==> config.mk <==
export PLATFORM = sky130hd
export DESIGN_NAME = sum_stationary_drain
export DESIGN_NICKNAME = d
export VERILOG_FILES = /design/src/rtl/sum_stationary_drain.sv
export SDC_FILE = /design/constraint.sdc
export NUM_CORES = 1
export LEC_CHECK = 0
export BUFFER_PORTS_ARGS = -buffer_cell sky130_fd_sc_hd__clkbuf_2
export CORE_MARGIN = 4
export CORE_UTILIZATION = 53
export DETAILED_ROUTE_END_ITERATION = 8
export PLACE_DENSITY = 0.85
export SYNTH_ARGS = -nofsm -noshare
export SYNTH_HDL_FRONTEND = slang
export SYNTH_SLANG_ARGS = --single-unit
==> constraint.sdc <==
create_clock -name clk_i -period 11.97 [get_ports clk_i]
set_input_delay 1.197 -clock clk_i [delete_from_list [all_inputs] [get_ports clk_i]]
set_output_delay 1.197 -clock clk_i [all_outputs]
set_load 0.01 [all_outputs]
==> src/rtl/sum_stationary_drain.sv <==
// -----------------------------------------------------------------------------
// sum_stationary_drain
//
// Downstream consumer of an NxN sum-stationary matrix-multiply array. When the
// array reports valid results, all N*N accumulated sums are captured into a
// local buffer in a single cycle. A one-cycle clear pulse is then returned to
// the array so it can start its next multiplication. Meanwhile, the buffered
// results stream out one matrix row per beat on a valid/ready interface.
//
// Ports:
//   clk_i        : clock, rising edge
//   reset_i      : asynchronous, active-high reset
//   mm_valid_i   : array results valid (held by the array until cleared)
//   mm_c_i       : N*N results, row-major, element i at [i*C_DATA_WIDTH +: C_DATA_WIDTH]
//   mm_clear_o   : one-cycle pulse asking the array to reset and restart
//   row_valid_o  : output row valid
//   row_ready_i  : consumer accepts the current row
//   row_data_o   : current row, element k at [k*C_DATA_WIDTH +: C_DATA_WIDTH]
//   row_idx_o    : index of the current row
//   row_last_o   : current row is the final row of the matrix
//   busy_o       : buffer holds undrained results
// -----------------------------------------------------------------------------
module sum_stationary_drain #(
   parameter int DATA_WIDTH   = 8,
   parameter int N            = 4,
   parameter int C_DATA_WIDTH = (2*DATA_WIDTH)+$clog2(N)
) (
   input  logic                           clk_i,
   input  logic                           reset_i,
   input  logic                           mm_valid_i,
   input  logic [N*N*C_DATA_WIDTH-1:0]    mm_c_i,
   output logic                           mm_clear_o,
   output logic                           row_valid_o,
   input  logic                           row_ready_i,
   output logic [N*C_DATA_WIDTH-1:0]      row_data_o,
   output logic [$clog2(N)-1:0]           row_idx_o,
   output logic                           row_last_o,
   output logic                           busy_o
);

   localparam int              W        = C_DATA_WIDTH;
   localparam int              RW       = $clog2(N);
   localparam logic [RW-1:0]   LAST_ROW = RW'(N-1);

   typedef enum logic {
      IDLE = 1'b0,
      SEND = 1'b1
   } state_t;

   state_t            state_q, state_d;
   logic [RW-1:0]     r_q, r_d;
   logic              clear_q, clear_d;
   logic [W-1:0]      buf_q [N*N];

   logic              capture;
   int unsigned       row_base;

   // Capture is only possible in IDLE, so data presented during SEND is ignored
   // and the array simply holds it until the drain completes.
   assign capture  = (state_q == IDLE) && mm_valid_i;
   assign row_base = 32'(r_q) * 32'(N);

   // --------------------------------------------------------------------------
   // State register
   // --------------------------------------------------------------------------
   always_ff @(posedge clk_i or posedge reset_i) begin
      if (reset_i) begin
         state_q <= IDLE;
         r_q     <= '0;
         clear_q <= 1'b0;
      end else begin
         state_q <= state_d;
         r_q     <= r_d;
         clear_q <= clear_d;
      end
   end

   // --------------------------------------------------------------------------
   // Result buffer: whole matrix loaded in one cycle on capture
   // --------------------------------------------------------------------------
   always_ff @(posedge clk_i or posedge reset_i) begin
      if (reset_i) begin
         for (int unsigned i = 0; i < N*N; i++) begin
            buf_q[i] <= '0;
         end
      end else if (capture) begin
         for (int unsigned i = 0; i < N*N; i++) begin
            buf_q[i] <= mm_c_i[i*W +: W];
         end
      end
   end

   // --------------------------------------------------------------------------
   // Next-state logic
   // --------------------------------------------------------------------------
   always_comb begin
      state_d = state_q;
      r_d     = r_q;
      clear_d = 1'b0;
      unique case (state_q)
         IDLE: begin
            if (mm_valid_i) begin
               state_d = SEND;
               r_d     = '0;
               clear_d = 1'b1;
            end
         end
         SEND: begin
            // row_valid_o is high throughout SEND, so ready alone completes a beat
            if (row_ready_i) begin
               if (r_q == LAST_ROW) begin
                  r_d     = '0;
                  state_d = IDLE;
               end else begin
                  r_d = r_q + 1'b1;
               end
            end
         end
         default: begin
            state_d = IDLE;
            r_d     = '0;
         end
      endcase
   end

   // --------------------------------------------------------------------------
   // Output logic: decoded from registered state only
   // --------------------------------------------------------------------------
   always_comb begin
      row_valid_o = (state_q == SEND);
      busy_o      = (state_q == SEND);
      row_last_o  = (state_q == SEND) && (r_q == LAST_ROW);
      row_idx_o   = r_q;
      mm_clear_o  = clear_q;
   end

   always_comb begin
      row_data_o = '0;
      for (int unsigned k = 0; k < N; k++) begin
         row_data_o[k*W +: W] = buf_q[row_base + k];
      end
   end

endmodule

==> run_results.csv, run 1 <==
group,metric,value,unit
run_status,outcome,"finished clean",
yosys,synth-seq-area-share,54.4,%
yosys,mappedNetlistNets,1004,
critical_path,cp_cell_sequence,"buf_4, mux4_2, clkbuf_2",
placement,dp_hpwl,22100,µm
clock_tree,clock_sinks,292,
worst_hold_path,hold_class,"register to register",
sta,period_share,34.9,%
sta,fin_crit,4.17,ns
drt,drc,0,
floorplan,io_pins,370,
critical_path,path_class,"register to primary output",
drt,finalWirelength,31500,µm
global_routing,grt_overflow,0,
global_routing,antenna_found_initial,2,
clock_tree,htreeDepth,1,
layout,utilization,66.6,%
drt,drt-vias-per-instance,5.43,
critical_path,cp-end-kind,"primary output",
clock_tree,clockBufferDepth,3,
floorplan,core_area,24600,µm²
placement,placement.io_buffers,369,
sta,setup_viol,0,
drt,wl_per_cell,22.1,µm
flow_run,max-cap-violations,0,
sta,fmax,0.240,GHz
power_and_ir_drop,power_density,284,nW/µm²
yosys,avgSynthCellArea,18.9,µm²
clock_tree,cts_hold_buf,0,
critical_path,start_kind,"register",
yosys,synth_top_cell_area_share,54.4,%
drt,met2_length,15700,µm
clock_tree,cts_buffers,31,
critical_path,critPathRequiredTime,10.77,ns
critical_path,cp_top_family,"buffers and inverters",
critical_path,critPathSlowestCell,"dfrtp_4",
global_routing,grt_pass1_wl,50100,µm
floorplan,rows,57,
drt,drt_iter0_drc,547,
floorplan,initial_core_util,54.5,%
layout,fillers,1660,
critical_path,cpPeakStageDelay,0.84,ns
sta,fin_ws,7.80,ns
yosys,synth_top_cell_by_area,"dfrtp_1",
clock_tree,path_clk_slew,0.06,ns
drt,drtPass1Iterations,4,
floorplan,die_y,167,µm
drt,top_layer,"met4",
placement,dp_slack,8.18,ns
layout,syn2layout_area_growth,22.1,%
clock_tree,cts_tree,"done",
drt,drt-met1-wl,12400,µm
clock_tree,cts_root_buffer,"clkbuf_16",
power_and_ir_drop,ir_drop,0.000167,V
critical_path,worstPathArrival,2.97,ns
yosys,synth_cell_type_count,15,
yosys,syn_inst,711,
sta,hold_violations,0,
sta,worst_slew_pin_slew,1.05,ns
placement,place.gp.congestion,0.841,
sta,slew_headroom,30.2,%
critical_path,path_buf_inv,2,
drt,routed-via-count,7722,
floorplan,die_x,167,µm
drt,wl_met3,1950,µm
sta,setup-tns-final,0,ns
critical_path,crit_fanout,43,
yosys,ys_warn_count,0,
floorplan,die-area,27900,µm²
power_and_ir_drop,p_leak,7.80,nW
clock_tree,cts_setup_buffers,0,
global_routing,grt_start_max_net_pins,131,
layout,drive_above_1_share,72.3,%
sta,fin_skew,0.00860,ns
yosys,synth-seq-cells,292,
sta,slew_viol_final,0,
sta,rsz0062_at_grt,"false",
drt,postRouteAntennaNets,0,
yosys,netlist_area,13400,µm²
power_and_ir_drop,power,4.66,mW
global_routing,grt_pass1_vias,8784,
global_routing,track_usage,22.4,%
layout,nets,1366,
clock_tree,cts_resized,0,
yosys,synthTopCellsByArea,"dfrtp_1 54%, mux2_4 22%, mux4_2 12%, mux2_2 7.3%, buf_6 2.1%",
clock_tree,worstSkewPairLatency,0.54,ns
worst reg2reg max path, stage by stage, from the launching register on:
cell	delay, ns
dfrtp_1	0.58
nor2b_4	0.19
buf_4	0.77
buf_4	0.98
mux2_2	0.50
sequential cells by signal (all words and copies together) (netlist names):
register and flops:
row_idx_o 2, busy_o 1, mm_clear_o 1, buf_q 288
layout by cell type, fill, tap and decap left out:
master,instances
clkbuf_2,369
dfrtp_1,290
mux2_4,201
mux2_2,87
mux4_2,72
clkbuf_16,31
clkbuf_8,12
buf_4,8
clkbuf_1,6
clkinv_2,4
diode_2,2
nor2_1,2
a32o_1,2
dfrtp_4,2
nor2b_4,1
and2_1,1
a31oi_1,1
inv_8,1
mux2i_1,1
ha_1,1
clkinvlp_4,1
inv_6,1
bufinv_16,1
buf_12,1
per-stage QoR:
step                      hold slack (ns)  cell area (µm²)  instances
after floorplan                     0.475            13400        711
after global placement              0.483            15400       1364
after detailed placement            0.490            15400       1364
after CTS                           0.504            16400       1420
after global routing                0.513            16400       1422
final                               0.502            16400       1422
synth_stat cells:
cell type	instances
a31oi_1	1
mux2_2	87
mux2_4	201
nor2_1	2
and2_1	1
mux2i_1	1
ha_1	1
buf_2	16
mux4_2	72
nor2b_1	1
inv_1	1
buf_6	25
dfrtp_1	292
a32o_1	2
buf_4	8
routing by layer:
metal / vias up / GRT usage [%]
met5: - / 0
met4: 0 / 8.54
met3: 81 / 5.00
met2: 281 / 38.0
met1: 3972 / 28.3
li1: 3388 / -
layout make-up:
cell class / instances / area (µm²) / share of cell area [%]
tap: 324 / 405 / 2.47
clock inverter: 7 / 66.3 / 0.405
sequential: 292 / 7310 / 44.6
antenna: 2 / 5.00 / 0.0305
multi-input combinational: 369 / 5700 / 34.8
clock buffer: 49 / 963 / 5.88
timing repair buffer: 378 / 1930 / 11.8
inverter: 1 / 11.3 / 0.0687
power by group:
part | leakage, nW | internal, mW | switching [mW]
sequential | 3.51 | 1.49 | 0.341
combinational | 3.78 | 1.20 | 0.678
clock | 0.510 | 0.569 | 0.375
total | 7.80 | 3.26 | 1.39
logic make-up after synthesis:
group           synth area share [%]
mux                             41.9
flops                           54.4
buf+inv                         3.17
simple gates                   0.149
compound gates                 0.196
fa+ha+maj                     0.0932
path summary, 6_finish.rpt:
| path | start | end | slack, ns | depth (start not counted) |
|---|---|---|---|---|
| setup / recovery | row_idx_o[0]$_DFFE_PP0P_ | row_data_o[14] | 7.80 | 3 |
| hold / removal | buf_q[96]$_DFFE_PP0P_ | buf_q[96]$_DFFE_PP0P_ | 0.50 | 1 |
| setup reg to reg | busy_o$_DFF_PP0_ | buf_q[90]$_DFFE_PP0P_ | 8.83 | 4 |
| max in group asynchronous | reset_i | buf_q[230]$_DFFE_PP0P_ | 9.00 | 4 |
| hold reg to reg | buf_q[96]$_DFFE_PP0P_ | buf_q[96]$_DFFE_PP0P_ | 0.50 | 1 |
| min in group asynchronous | reset_i | buf_q[268]$_DFFE_PP0P_ | 0.77 | 2 |
No activity file was read; power rests on OpenSTA's default activity.
==> run 2, diff against run 1 <==
==> constraint.sdc (replaced) <==
create_clock -name clk_i -period 4.11 [get_ports clk_i]
set_input_delay 0.411 -clock clk_i [delete_from_list [all_inputs] [get_ports clk_i]]
set_output_delay 0.411 -clock clk_i [all_outputs]
set_load 0.01 [all_outputs]
==> run 2 against run 1 <==
Worst hold slack worse by 0.41 ns. Sequential share of layout area down 0.60 points. Sequential power rose to 3.0 times the previous value. Critical endpoint is now row_data_o[65]. Largest power group unchanged. Highest routed layer unchanged.
==> run_results.csv, run 2 (synthesis gave the netlist of run 1 again) <==
group,metric,value,unit
sta,rsz0062_at_grt,"false",
layout,final_cell_mix,"369 x clkbuf_2, 290 x dfrtp_1, 201 x mux2_4, 87 x mux2_2, 72 x mux4_2",
critical_path,critPathRequiredTime,3.70,ns
drt,wl_per_cell,22.0,µm
global_routing,antenna_found_initial,0,
clock_tree,cts_buffers,30,
run_status,outcome,"finished clean",
global_routing,grt_overflow,0,
layout,fillers,1656,
layout,largest_reg_flops,288,
floorplan,die-area,27900,µm²
sta,slew_viol_final,0,
placement,dp_slack,1.63,ns
drt,postRouteAntennaNets,0,
critical_path,start_kind,"register",
global_routing,grt_start_max_net_pins,103,
floorplan,initial_core_util,54.5,%
drt,finalWirelength,31500,µm
critical_path,worstPathArrival,2.60,ns
layout,seq_area,7310,µm²
clock_tree,path_clk_slew,0.07,ns
floorplan,rows,57,
layout,nets,1376,
clock_tree,clock_sinks,292,
global_routing,grt_pass1_wl,49900,µm
clock_tree,cts_resized,0,
sta,fin_skew,0.00748,ns
floorplan,io_pins,370,
layout,multi_input_area,5700,µm²
critical_path,cpPeakStageDelay,1.16,ns
drt,drc,0,
sta,fin_crit,3.02,ns
layout,mostFrequentLayoutCell,"clkbuf_2",
clock_tree,htreeDepth,1,
floorplan,core_area,24600,µm²
critical_path,cp-end-kind,"primary output",
critical_path,cp_cell_sequence,"buf_4, mux4_2, clkbuf_2",
sta,worst_slew_pin_slew,1.10,ns
clock_tree,cts_setup_buffers,0,
placement,place.gp.congestion,0.839,
critical_path,critPathSlowestCell,"dfrtp_4",
layout,diodes,0,
drt,drt_iter0_drc,509,
power_and_ir_drop,p_leak,7.90,nW
sta,fmax,0.332,GHz
sta,period_share,73.4,%
sta,setup_viol,0,
layout,drive_above_1_share,72.8,%
global_routing,track_usage,22.3,%
clock_tree,worstSkewPairLatency,0.54,ns
clock_tree,cts_root_buffer,"clkbuf_16",
sta,slew_headroom,26.4,%
drt,routed-via-count,7781,
drt,drtPass1Iterations,4,
drt,drt-vias-per-instance,5.44,
flow_run,max-cap-violations,0,
floorplan,die_x,167,µm
layout,top_register,"buf_q",
power_and_ir_drop,power,13.8,mW
worst_hold_path,hold_class,"input port to register",
clock_tree,cts_hold_buf,1,
power_and_ir_drop,power_density,831,nW/µm²
sta,hold_violations,0,
floorplan,die_y,167,µm
global_routing,grt_pass1_vias,8757,
layout,syn2layout_area_growth,23.8,%
placement,dp_hpwl,22600,µm
clock_tree,clockBufferDepth,3,
sta,fin_ws,1.09,ns
clock_tree,cts_tree,"done",
critical_path,crit_fanout,57,
critical_path,path_class,"register to primary output",
placement,placement.io_buffers,369,
power_and_ir_drop,ir_drop,0.000529,V
[run 2: stage by stage]
step                hold WS (ns)  std cells  setup TNS, ns  util, %  cell area, µm²
finish                    0.0939       1431              0     67.5           16600
global route              0.0696       1431              0     67.5           16600
CTS                       0.0652       1431              0     67.5           16600
detailed placement         0.489       1374              0     63.0           15500
global placement           0.484       1374              0     63.0           15500
floorplan                  0.475        711         -51.44        -           13400
[run 2: path summary, 6_finish.rpt]
kind	endpoint	startpoint	cells past startpoint	slack, ns
min in group asynchronous	buf_q[117]$_DFFE_PP0P_	reset_i	3	0.53
max	row_data_o[65]	row_idx_o[0]$_DFFE_PP0P_	3	1.09
max reg2reg	buf_q[30]$_DFFE_PP0P_	busy_o$_DFF_PP0_	4	1.68
max in group asynchronous	buf_q[58]$_DFFE_PP0P_	reset_i	4	2.51
min	buf_q[274]$_DFFE_PP0P_	mm_c_i[4]	2	0.09
min reg2reg	buf_q[111]$_DFFE_PP0P_	buf_q[111]$_DFFE_PP0P_	1	0.50
[run 2: report_power, final]
group	total, mW	leakage [nW]	internal (mW)	switching, mW
Combinational	5.43	3.85	3.55	1.88
Sequential	5.42	3.51	4.33	1.09
Clock	2.95	0.542	1.83	1.13
[run 2: area by class of cell]
type	count	area share, %
flip-flops and latches	292	44.0
repair buffers	389	12.6
inverters	1	0.0452
well taps	324	2.44
multi-input cells	369	34.3
clock inverters	19	1.57
clock buffers	37	5.05
[run 2: layer usage]
layer  wire length, µm  part of all wire (%)  GRT usage, %
met4              1350                   4.3          8.43
met3              1810                   5.8          4.41
met5                 0                     0             0
met2             15500                    49          37.2
met1             12800                    41          29.5
[run 2: critical path, delay by kind of cell (launching register included)]
family / cells / cell delay, ns
DFF: 1 / 1.16
buffers and inverters: 2 / 0.54
muxes: 1 / 0.34
